===== src/rtl/spram_fifo_ctrl_pkg.sv =====
// Shared types and parameter defaults for the single-port-RAM FIFO controller.
package spram_fifo_ctrl_pkg;

  localparam int ADDR_W_DEF = 2;
  localparam int DATA_W_DEF = 32;

  typedef enum logic {
    GRANT_READ  = 1'b0,
    GRANT_WRITE = 1'b1
  } grant_e;

endpackage


===== src/rtl/spram_rr_arb.sv =====
// Two-requester round-robin arbiter for the single RAM port: combinational grant, no latency.
// Both requesting -> the side not granted last wins; block suppresses all grants.
module spram_rr_arb
  import spram_fifo_ctrl_pkg::*;
(
  input  logic clk,
  input  logic rst_n,
  input  logic block,
  input  logic req_w,
  input  logic req_r,
  output logic gnt_w,
  output logic gnt_r
);

  grant_e last_grant;

  always_comb begin
    gnt_w = 1'b0;
    gnt_r = 1'b0;
    if (!block) begin
      if (req_w && req_r) begin
        if (last_grant == GRANT_READ) begin
          gnt_w = 1'b1;
        end else begin
          gnt_r = 1'b1;
        end
      end else begin
        gnt_w = req_w;
        gnt_r = req_r;
      end
    end
  end

  // Only a real grant moves the round-robin state, so flush leaves it alone.
  always_ff @(posedge clk or negedge rst_n) begin
    if (!rst_n) begin
      last_grant <= GRANT_READ;
    end else if (gnt_w) begin
      last_grant <= GRANT_WRITE;
    end else if (gnt_r) begin
      last_grant <= GRANT_READ;
    end
  end

endmodule


===== src/rtl/spram_fifo_ctrl.sv =====
// FIFO sequencer over a 1-cycle-latency single-port RAM; pop data valid 2 cycles after rd_ready.
// Push/pop stall via combinational wr_ready/rd_ready: full blocks writes, empty blocks reads.
module spram_fifo_ctrl
  import spram_fifo_ctrl_pkg::*;
#(
  parameter int ADDR_W = ADDR_W_DEF,
  parameter int DATA_W = DATA_W_DEF
) (
  input  logic              clk,
  input  logic              rst_n,
  input  logic              flush,
  input  logic              wr_valid,
  input  logic [DATA_W-1:0] wr_data,
  output logic              wr_ready,
  input  logic              rd_req,
  output logic              rd_ready,
  output logic [DATA_W-1:0] rd_data,
  output logic              rd_data_valid,
  output logic              full,
  output logic              empty,
  output logic [ADDR_W:0]   count,
  output logic              ram_ena,
  output logic              ram_wea,
  output logic [ADDR_W-1:0] ram_addr,
  output logic [DATA_W-1:0] ram_din,
  input  logic [DATA_W-1:0] ram_dout,
  input  logic              ram_read_valid
);

  localparam int              DEPTH    = 1 << ADDR_W;
  localparam logic [ADDR_W:0] FULL_CNT = DEPTH[ADDR_W:0];

  logic [ADDR_W-1:0] wr_ptr;
  logic [ADDR_W-1:0] rd_ptr;
  logic              rd_pending;
  logic              gnt_w;
  logic              gnt_r;
  logic              want_w;
  logic              want_r;
  logic              rd_capture;

  assign full   = (count == FULL_CNT);
  assign empty  = (count == '0);
  assign want_w = wr_valid & ~full;
  assign want_r = rd_req & ~empty;

  // Grants are also held off while reset is asserted so outputs are quiet immediately.
  spram_rr_arb u_arb (
    .clk   (clk),
    .rst_n (rst_n),
    .block (flush | ~rst_n),
    .req_w (want_w),
    .req_r (want_r),
    .gnt_w (gnt_w),
    .gnt_r (gnt_r)
  );

  assign wr_ready = gnt_w;
  assign rd_ready = gnt_r;

  always_comb begin
    ram_ena  = gnt_w | gnt_r;
    ram_wea  = gnt_w;
    ram_addr = gnt_w ? wr_ptr : rd_ptr;
    ram_din  = wr_data;
  end

  // A read strobe only counts when we actually issued the read the cycle before.
  assign rd_capture = rd_pending & ram_read_valid;

  always_ff @(posedge clk or negedge rst_n) begin
    if (!rst_n) begin
      wr_ptr        <= '0;
      rd_ptr        <= '0;
      count         <= '0;
      rd_pending    <= 1'b0;
      rd_data_valid <= 1'b0;
    end else if (flush) begin
      wr_ptr        <= '0;
      rd_ptr        <= '0;
      count         <= '0;
      rd_pending    <= 1'b0;
      rd_data_valid <= 1'b0;
    end else begin
      if (gnt_w) begin
        wr_ptr <= wr_ptr + ADDR_W'(1);
        count  <= count + (ADDR_W+1)'(1);
      end else if (gnt_r) begin
        rd_ptr <= rd_ptr + ADDR_W'(1);
        count  <= count - (ADDR_W+1)'(1);
      end
      rd_pending    <= gnt_r;
      rd_data_valid <= rd_capture;
    end
  end

  always_ff @(posedge clk or negedge rst_n) begin
    if (!rst_n) begin
      rd_data <= '0;
    end else if (!flush && rd_capture) begin
      rd_data <= ram_dout;
    end
  end

endmodule


===== config.mk =====
export PLATFORM = sky130hd
export DESIGN_NAME = spram_fifo_ctrl
export DESIGN_NICKNAME = d
export VERILOG_FILES = /design/src/rtl/spram_fifo_ctrl_pkg.sv /design/src/rtl/spram_rr_arb.sv /design/src/rtl/spram_fifo_ctrl.sv
export SDC_FILE = /design/constraint.sdc
export NUM_CORES = 1
export LEC_CHECK = 0
export CORE_ASPECT_RATIO = 1.5
export CORE_MARGIN = 10
export CORE_UTILIZATION = 35
export DETAILED_ROUTE_END_ITERATION = 10
export GPL_ROUTABILITY_DRIVEN = 0
export HOLD_SLACK_MARGIN = 0.12
export PLACE_DENSITY = 0.81
export SKIP_LAST_GASP = 1
export SYNTH_ARGS = -nofsm -noshare
export SYNTH_HDL_FRONTEND = slang
export SYNTH_SLANG_ARGS = --single-unit

===== constraint.sdc =====
create_clock -name clk -period 3.6 [get_ports clk]
set_input_delay 1.08 -clock clk [delete_from_list [all_inputs] [get_ports clk]]
set_output_delay 1.08 -clock clk [all_outputs]
set_load 0.05 [all_outputs]

==> metrics.yaml, run 1 <==
seq_area_um2: 1050
synth_compound_area_frac: 0.0513
core-area_um2: 5530
rows: 33
grt-ovfl-total: 0
antenna_cells: 0
synth-main-ff-cell: "dfrtp_1"
synthSimpleGateAreaFrac: 0.235
multi_input_area_um2: 666
dieWidth_um: 82.1
drc: 0
p_per_area_nw_per_um2: 740
detailed_place_hpwl_um: 4050
boundaryPins: 146
synth_top_area_cell: "dfrtp_1"
dr_total_vias: 1617
layout_min_cycle_time_ns: 3.54
grt_max_degree: 45
pre_cts_slack_ns: 0.00543
io_buffers: 81
synth_common_cells: "nand2_1, dfrtp_1, buf_4"
cap_violations: 0
avgSynthCellArea_um2: 8.96
cp_max_fo: 2
htreeDepth: 2
finalHoldViolations: 0
setup_viol: 0
period_share: 0.983
cts_root_buf: "clkbuf_8"
viasPerCell: 4.58
fmax_mhz: 283
fin_area_um2: 2900
yosysWarnings: 0
crit_path_start_kind: "input pin"
clock-sinks: 42
drtAntennaViolNets: 0
yosysSeqAreaShare: 0.519
setup_slack_ns: 0.0617
arrival_ns: 2.46
setup-tns-final_ns: 0
fp.dieH_um: 113
syn_inst: 226
grt_first_pass_wirelength_um: 8570
synth_fa_ha_area_frac: 0.00988
end_kind: "output pin"
clockBufferDepth: 2
rsz0062_at_grt: "true"
clk_latency_ns: 0.29
cts_tree: "built"
synth-seq-cells: 42
slew_violations: 0
hold_path_depth: 2
muxShareOfSynthArea: 0.0210
synth_area_leaders: "dfrtp_1, nand2_1, buf_4, inv_1, clkbuf_1"
yosys.cell_count.top_type: "nand2_1"
p_leak_nw: 1.40
synth_top_family_by_area: "simple AND/OR/NAND/NOR gates"
fin_skew_ns: 0.00601
fin_nets: 353
syn-num-nets: 297
ys_types: 31
synth_top_area_frac: 0.519
status: "complete, no violations"
synthArstFlopShare: 1.00
antenna_found_initial: 0
dpl_cell_area_um2: 2750
synth-edff-count: 0
ir_drop_v: 0.000415
hold_buffers: 0
syn2layout_area_growth_pct: 43.0
drt-total-wl_um: 5380
firstDrtPassIters: 4
path_clk_slew_ns: 0.08
grt.total_usage: 0.118
netlist_area_um2: 2030
worst_hold_path_type: "flop to flop"
maxSlewHeadroom: 0.622
reg2regPathDepth: 10
first_iter_violations: 89
tightest_slew_ns: 0.567
numCtsBuffers: 5
final.fill_count: 506
grt_pass1_vias: 1724
drive_gt1_frac: 0.113
start_util: 0.366
crit_required_ns: 2.52
crit_type: "input pin to output pin"
synth_xor_area_frac: 0.00865
wl_per_cell_um: 15.2
dieArea_um2: 9290
-- cell usage in the layout (no fill, tap or decap) --
master / count
a21oi_1: 2
and2_1: 1
buf_12: 5
buf_2: 1
buf_4: 10
bufinv_16: 2
clkbuf_8: 5
clkdlybuf4s50_1: 74
clkinv_4: 1
clkinvlp_4: 1
dfrtp_1: 42
fa_1: 1
inv_1: 7
mux2_1: 1
mux2_2: 1
mux2i_1: 2
nand2_1: 100
nand2b_1: 1
nand3_1: 1
nand3b_1: 1
nand4_4: 1
nor2_1: 4
nor2b_1: 2
nor2b_2: 1
nor3_1: 1
o211ai_1: 1
o21ai_0: 2
o21ai_2: 1
o221a_2: 1
o221ai_1: 1
o221ai_2: 1
o311a_1: 2
o31a_1: 1
o31ai_1: 1
or2_2: 1
or3b_1: 1
xnor2_1: 2
-- sequential cells by signal, summed over array words and instances (netlist names) --
signal	flops
rd_data	32
count	3
rd_ptr	2
wr_ptr	2
rd_data_valid	1
rd_pending	1
u_arb.last_grant	1
-- cells by family after synthesis --
| group | count (synthesis) |
|---|---|
| mux | 4 |
| compound gates | 13 |
| flops | 42 |
| fa+ha+maj | 1 |
| xor+xnor | 2 |
| simple gates | 115 |
| buf+inv | 49 |
-- path summary, 6_finish.rpt --
path	start	to	slack (ns)
worst max-delay path	flush	ram_addr[1]	0.06
min in group asynchronous	rst_n	u_arb.last_grant$_DFFE_PN0P_	0.88
worst max register to register	count[0]$_DFFE_PN0P_	count[2]$_DFFE_PN0P_	0.92
worst min-delay path	rd_data[13]$_DFFE_PN0P_	rd_data[13]$_DFFE_PN0P_	0.48
max in group asynchronous	rst_n	rd_data[23]$_DFFE_PN0P_	2.34
worst min register to register	rd_data[13]$_DFFE_PN0P_	rd_data[13]$_DFFE_PN0P_	0.48
-- per-stage QoR --
stage          power (mW)  hold slack (ns)  utilization  instances
3_3_place_gp         1.70            0.457        0.496        344
5_1_grt              2.25            0.504        0.524        353
6_report             2.14            0.478        0.524        353
2_1_floorplan        1.41            0.441            -        226
4_1_cts              2.17            0.482        0.521        352
3_5_place_dp         1.72            0.462        0.496        344
-- critical path, stage by stage --
cell             delay [ns]
clkdlybuf4s50_1        0.44
nor2b_2                0.19
nand4_4                0.14
clkinvlp_4             0.10
mux2_2                 0.32
buf_4                  0.19
-- power breakdown --
group	switching [mW]	internal (mW)	total, mW
clock network	0.169	0.278	0.447
logic	0.673	0.342	1.02
registers	0.0782	0.602	0.680
total	0.920	1.22	2.14
-- area by class of cell --
type,count,area share
clock buffer,5,0.0238
clock inverter,3,0.0238
inverter,8,0.0117
multi-input combinational,135,0.230
sequential,42,0.363
tap,70,0.0302
timing repair buffer,90,0.318
-- routing by layer --
| layer | share of wire | track usage | vias to the layer above |
|---|---|---|---|
| met3 | 0.074 | 0.0309 | 24 |
| met2 | 0.54 | 0.214 | 52 |
| met4 | 0.030 | 0.0649 | 0 |
| met5 | 0 | 0 | - |
| met1 | 0.36 | 0.114 | 760 |
| li1 | - | - | 781 |
-- repair_timing --
item | in CTS | in global routing
setup endpoints to repair | 1 | 2
resized for setup | 1 | 1
setup buffers | 0 | 1
pin swaps | 0 | 0
No activity file was read; power rests on OpenSTA's default activity.
==> run 2, diff against run 1 <==
--- a/config.mk
+++ b/config.mk
@@ -5,6 +5,7 @@
 export SDC_FILE = /design/constraint.sdc
 export NUM_CORES = 1
 export LEC_CHECK = 0
+export ABC_AREA = 1
 export CORE_ASPECT_RATIO = 1.5
 export CORE_MARGIN = 10
 export CORE_UTILIZATION = 35
@@ -12,6 +13,7 @@
 export GPL_ROUTABILITY_DRIVEN = 0
 export HOLD_SLACK_MARGIN = 0.12
 export PLACE_DENSITY = 0.81
+export REMOVE_ABC_BUFFERS = 1
 export SKIP_LAST_GASP = 1
 export SYNTH_ARGS = -nofsm -noshare
 export SYNTH_HDL_FRONTEND = slang
==> metrics.yaml, run 2 <==
status: "complete, no violations"
htreeDepth: 2
dr_total_vias: 1654
firstDrtPassIters: 4
crit_family: "buffers and inverters"
first_iter_violations: 65
finalHoldViolations: 0
final_cell_mix: "nand2_1, clkdlybuf4s50_1, dfrtp_1"
antenna_cells: 0
crit_required_ns: 2.52
fmax_mhz: 284
timing.hold.ws_ns: 0.480
cts_setup_buffers: 0
layout_min_cycle_time_ns: 3.51
setup_viol: 0
netlist_area_um2: 2080
syn2layout_area_growth_pct: 39.4
yosys.cell_count.top_type: "nand2_1"
detailed_place_hpwl_um: 5240
yosysWarnings: 0
synth_area_leaders: "dfrtp_1, nand2_1, buf_4, inv_1, nand3_1"
worst_hold_path_type: "flop to flop"
tightest_slew_ns: 0.533
fin_nets: 364
cts_tree: "built"
io_buffers: 81
start_util: 0.359
synth-edff-count: 0
path_clk_slew_ns: 0.08
hold_buffers: 0
avgSynthCellArea_um2: 8.70
r2r_slack_ns: 1.44
wl_per_cell_um: 17.5
drive_gt1_frac: 0.129
period_share: 0.976
synth-main-ff-cell: "dfrtp_1"
crit_type: "input pin to output pin"
cap_violations: 0
clock-sinks: 42
crit_path_start_kind: "input pin"
viasPerCell: 4.52
final_common_cell: "nand2_1"
grt_first_pass_wirelength_um: 10100
cts-resized-gates: 0
clk_latency_ns: 0.29
instances_no_fill: 366
grt.total_usage: 0.133
rsz0062_at_grt: "false"
slowest_stage: "clkdlybuf4s50_1"
synth_common_cells: "nand2_1, dfrtp_1, buf_4"
cts_root_buf: "clkbuf_8"
fin_skew_ns: 0.00677
yosysSeqAreaShare: 0.506
end_kind: "output pin"
synth_top_area_cell: "dfrtp_1"
rows: 34
boundaryPins: 146
clockBufferDepth: 2
largest_reg_flops: 32
utilization: 0.501
synth-seq-cells: 42
grt_pass1_vias: 1814
ir_drop_v: 0.000387
ys_types: 21
reg.largest.list: "rd_data: 32 flops, count: 3 flops"
maxSlewHeadroom: 0.644
grt-ovfl-total: 0
drt-total-wl_um: 6410
synthArstFlopShare: 1.00
numCtsBuffers: 5
fp.dieH_um: 114
slew_violations: 0
p_per_area_nw_per_um2: 735
p_leak_nw: 1.44
antenna_found_initial: 0
crit_chain: "clkdlybuf4s50_1, inv_4, nand2_8, nor2_4, nand2_4, o21ai_0, buf_12"
syn_inst: 239
grt_max_degree: 43
dieWidth_um: 82.9
drtAntennaViolNets: 0
dieArea_um2: 9480
dp.cells: 358
core-area_um2: 5790
top_register: "rd_data"
cp_max_fo: 10
synth_top_area_frac: 0.506
max_stage_delay_ns: 0.46
arrival_ns: 2.43
drc: 0
path_buf_inv: 3
-- run 2: cell count changes in the layout (fill, tap and decap cells not counted), moves of 4 or more --
cell	change
nand3_1	+6
nand2_1	+8
nor2_1	-4
buf_4	-5
inv_1	+7
-- run 2: routing by layer --
layer | global-route usage | vias to the layer above | share of wire
li1 | - | 795 | -
met1 | 0.151 | 767 | 0.42
met2 | 0.202 | 83 | 0.46
met3 | 0.0805 | 7 | 0.11
met4 | 0.0342 | 2 | 0.0089
met5 | 0.0374 | - | 0.0059
-- run 2: layout make-up --
type | instances | area, um2
Timing Repair Buffer | 86 | 903
Inverter | 18 | 71.3
Tap cell | 72 | 90.1
Multi-Input combinational cell | 140 | 671
Fill cell | 541 | 2890
Clock buffer | 8 | 110
Sequential cell | 42 | 1050
-- run 2: worst reg2reg max path, stage by stage (launching register included) --
cell and delay, ns:
dfrtp_1 0.42, nor2_2 0.19, nand2_2 0.11, nand2_4 0.10, nor2_4 0.05, nand2_4 0.11, inv_1 0.07, buf_4 0.16
fa_1 0.41, xor2_1 0.19, nand3_1 0.10, nand3_1 0.09, nand2_1 0.06
-- run 2: final timing paths --
path | startpoint | endpoint | cells after the start
worst min-delay path | rd_data[16]$_DFFE_PN0P_ | rd_data[16]$_DFFE_PN0P_ | 2
worst max-delay path | flush | ram_addr[1] | 7
worst min register to register | rd_data[16]$_DFFE_PN0P_ | rd_data[16]$_DFFE_PN0P_ | 2
worst max register to register | count[0]$_DFFE_PN0P_ | count[2]$_DFFE_PN0P_ | 12
max in group asynchronous | rst_n | rd_data[17]$_DFFE_PN0P_ | 2
min in group asynchronous | rst_n | count[0]$_DFFE_PN0P_ | 2
-- run 2: cell families after synthesis --
logic type	share of synthesized area
simple gates	0.285
xor+xnor	0.00843
flops	0.506
fa+ha+maj	0.00963
compound gates	0.0199
buf+inv	0.172
-- run 2: per-stage QoR --
step	total power [mW]	instance area, um2	setup WS (ns)	setup TNS [ns]
3_5_place_dp	1.81	2790	0.0818	0
3_3_place_gp	1.78	2790	0.114	0
6_report	2.13	2900	0.0850	0
4_1_cts	2.16	2900	0.0743	0
2_1_floorplan	1.37	1790	-0.117	-0.177
5_1_grt	2.25	2900	0.0279	0
-- run 2: power by group --
| group | internal, mW | switching, mW |
|---|---|---|
| Clock | 0.194 | 0.152 |
| Combinational | 0.364 | 0.731 |
| Sequential | 0.609 | 0.0812 |
==> run 3, diff against run 2 <==
--- a/config.mk
+++ b/config.mk
@@ -8,11 +8,12 @@
 export ABC_AREA = 1
 export CORE_ASPECT_RATIO = 1.5
 export CORE_MARGIN = 10
-export CORE_UTILIZATION = 35
+export CORE_UTILIZATION = 36
+export CTS_BUF_LIST = sky130_fd_sc_hd__clkbuf_4 sky130_fd_sc_hd__clkbuf_8
 export DETAILED_ROUTE_END_ITERATION = 10
-export GPL_ROUTABILITY_DRIVEN = 0
+export GPL_ROUTABILITY_DRIVEN = 1
 export HOLD_SLACK_MARGIN = 0.12
-export PLACE_DENSITY = 0.81
+export PLACE_DENSITY = 0.82
 export REMOVE_ABC_BUFFERS = 1
 export SKIP_LAST_GASP = 1
 export SYNTH_ARGS = -nofsm -noshare
==> metrics.yaml, run 3 (synthesis results as in run 2) <==
rows: 33
hold_buffers: 0
largest_reg_flops: 32
route.met3.wl_um: 822
instances_no_fill: 364
path_clk_slew_ns: 0.08
worst_hold_path_type: "flop to flop"
drc: 0
crit_required_ns: 2.52
cap_violations: 0
start_util: 0.376
tightest_slew_ns: 0.565
viasPerCell: 4.53
firstDrtPassIters: 4
io_buffers: 81
grt_pass1_vias: 1787
core-area_um2: 5530
rsz0062_at_grt: "false"
grt_first_pass_wirelength_um: 9780
htreeDepth: 2
arrival_ns: 2.38
dieWidth_um: 82.0
finalHoldViolations: 0
drtAntennaViolNets: 0
numCtsBuffers: 5
antenna_cells: 0
period_share: 0.960
cts_setup_buffers: 0
first_iter_violations: 65
p_leak_nw: 1.44
ir_drop_v: 0.000453
gp_congestion: 0.768
dr_total_vias: 1649
grt-ovfl-total: 0
p_per_area_nw_per_um2: 741
status: "complete, no violations"
cts-resized-gates: 0
top_register: "rd_data"
fin_nets: 364
m1WireLength_um: 2740
layout_min_cycle_time_ns: 3.46
antenna_found_initial: 0
fin_skew_ns: 0.00345
grt_max_degree: 43
wl_per_cell_um: 17.7
setup_viol: 0
timing.hold.ws_ns: 0.480
final_common_cell: "nand2_1"
crit_path_start_kind: "input pin"
final_cell_mix: "nand2_1, clkdlybuf4s50_1, dfrtp_1"
dp.cells: 356
pre_cts_slack_ns: 0.0428
maxSlewHeadroom: 0.623
wl_met2_um: 2780
cts_tree: "built"
syn2layout_area_growth_pct: 39.6
cts_root_buf: "clkbuf_8"
crit_type: "input pin to output pin"
setup-tns-final_ns: 0
end_kind: "output pin"
clk_latency_ns: 0.28
drive_gt1_frac: 0.133
grt.total_usage: 0.141
clock-sinks: 42
routed.top_layer: "met5"
slew_violations: 0
dieArea_um2: 9270
detailed_place_hpwl_um: 5180
boundaryPins: 146
fmax_mhz: 289
reg.largest.list: "rd_data: 32 flops, count: 3 flops"
clockBufferDepth: 2
cp_max_fo: 10
drt-total-wl_um: 6460
setup_slack_ns: 0.143
fp.dieH_um: 113
-- run 3: cell count changes in the layout (fill, tap and decap cells not counted) --
cell	previous run	this run
clkbuf_4	0	1
o21ai_0	3	2
bufinv_16	0	1
clkbuf_8	8	5
clkinvlp_4	0	1
o21ai_2	0	1
-- run 3: final timing paths --
check,start,end,slack (ns),cells past startpoint
worst min-delay path,rd_data[27]$_DFFE_PN0P_,rd_data[27]$_DFFE_PN0P_,0.48,2
min in group asynchronous,rst_n,rd_data[16]$_DFFE_PN0P_,0.95,2
worst max register to register,count[0]$_DFFE_PN0P_,count[2]$_DFFE_PN0P_,1.48,12
worst max-delay path,flush,ram_addr[1],0.14,7
worst min register to register,rd_data[27]$_DFFE_PN0P_,rd_data[27]$_DFFE_PN0P_,0.48,2
max in group asynchronous,rst_n,rd_data[29]$_DFFE_PN0P_,2.27,2
-- run 3: through the flow --
step	power, mW	util	instance area, um2
2_1_floorplan	1.37	-	1790
3_3_place_gp	1.78	0.503	2780
3_5_place_dp	1.80	0.503	2780
4_1_cts	2.18	0.524	2900
5_1_grt	2.27	0.524	2900
6_report	2.15	0.524	2900
-- run 3: layout make-up --
| cell class | instances | area [um2] |
|---|---|---|
| fill | 529 | 2630 |
| sequential | 42 | 1050 |
| timing repair buffer | 86 | 903 |
| multi-input combinational | 140 | 674 |
| tap | 70 | 87.6 |
| clock buffer | 6 | 76.3 |
| inverter | 18 | 71.3 |
| clock inverter | 2 | 37.5 |
-- run 3: per-layer routing --
metal	vias up	global-route usage
li1	793	-
met1	759	0.169
met2	87	0.198
met3	8	0.0919
met4	2	0.0399
met5	-	0.0353
-- run 3: power by group --
group          total, mW  internal, mW  switching [mW]
Combinational       1.10         0.363           0.732
Clock              0.369         0.214           0.155
Sequential         0.684         0.608          0.0758
Total               2.15          1.19           0.963
-- run 3: critical path, stage by stage --
cell,delay (ns)
clkdlybuf4s50_1,0.48
inv_4,0.11
nand2_8,0.06
nor2_4,0.13
nand2_4,0.11
o21ai_1,0.23
buf_12,0.17
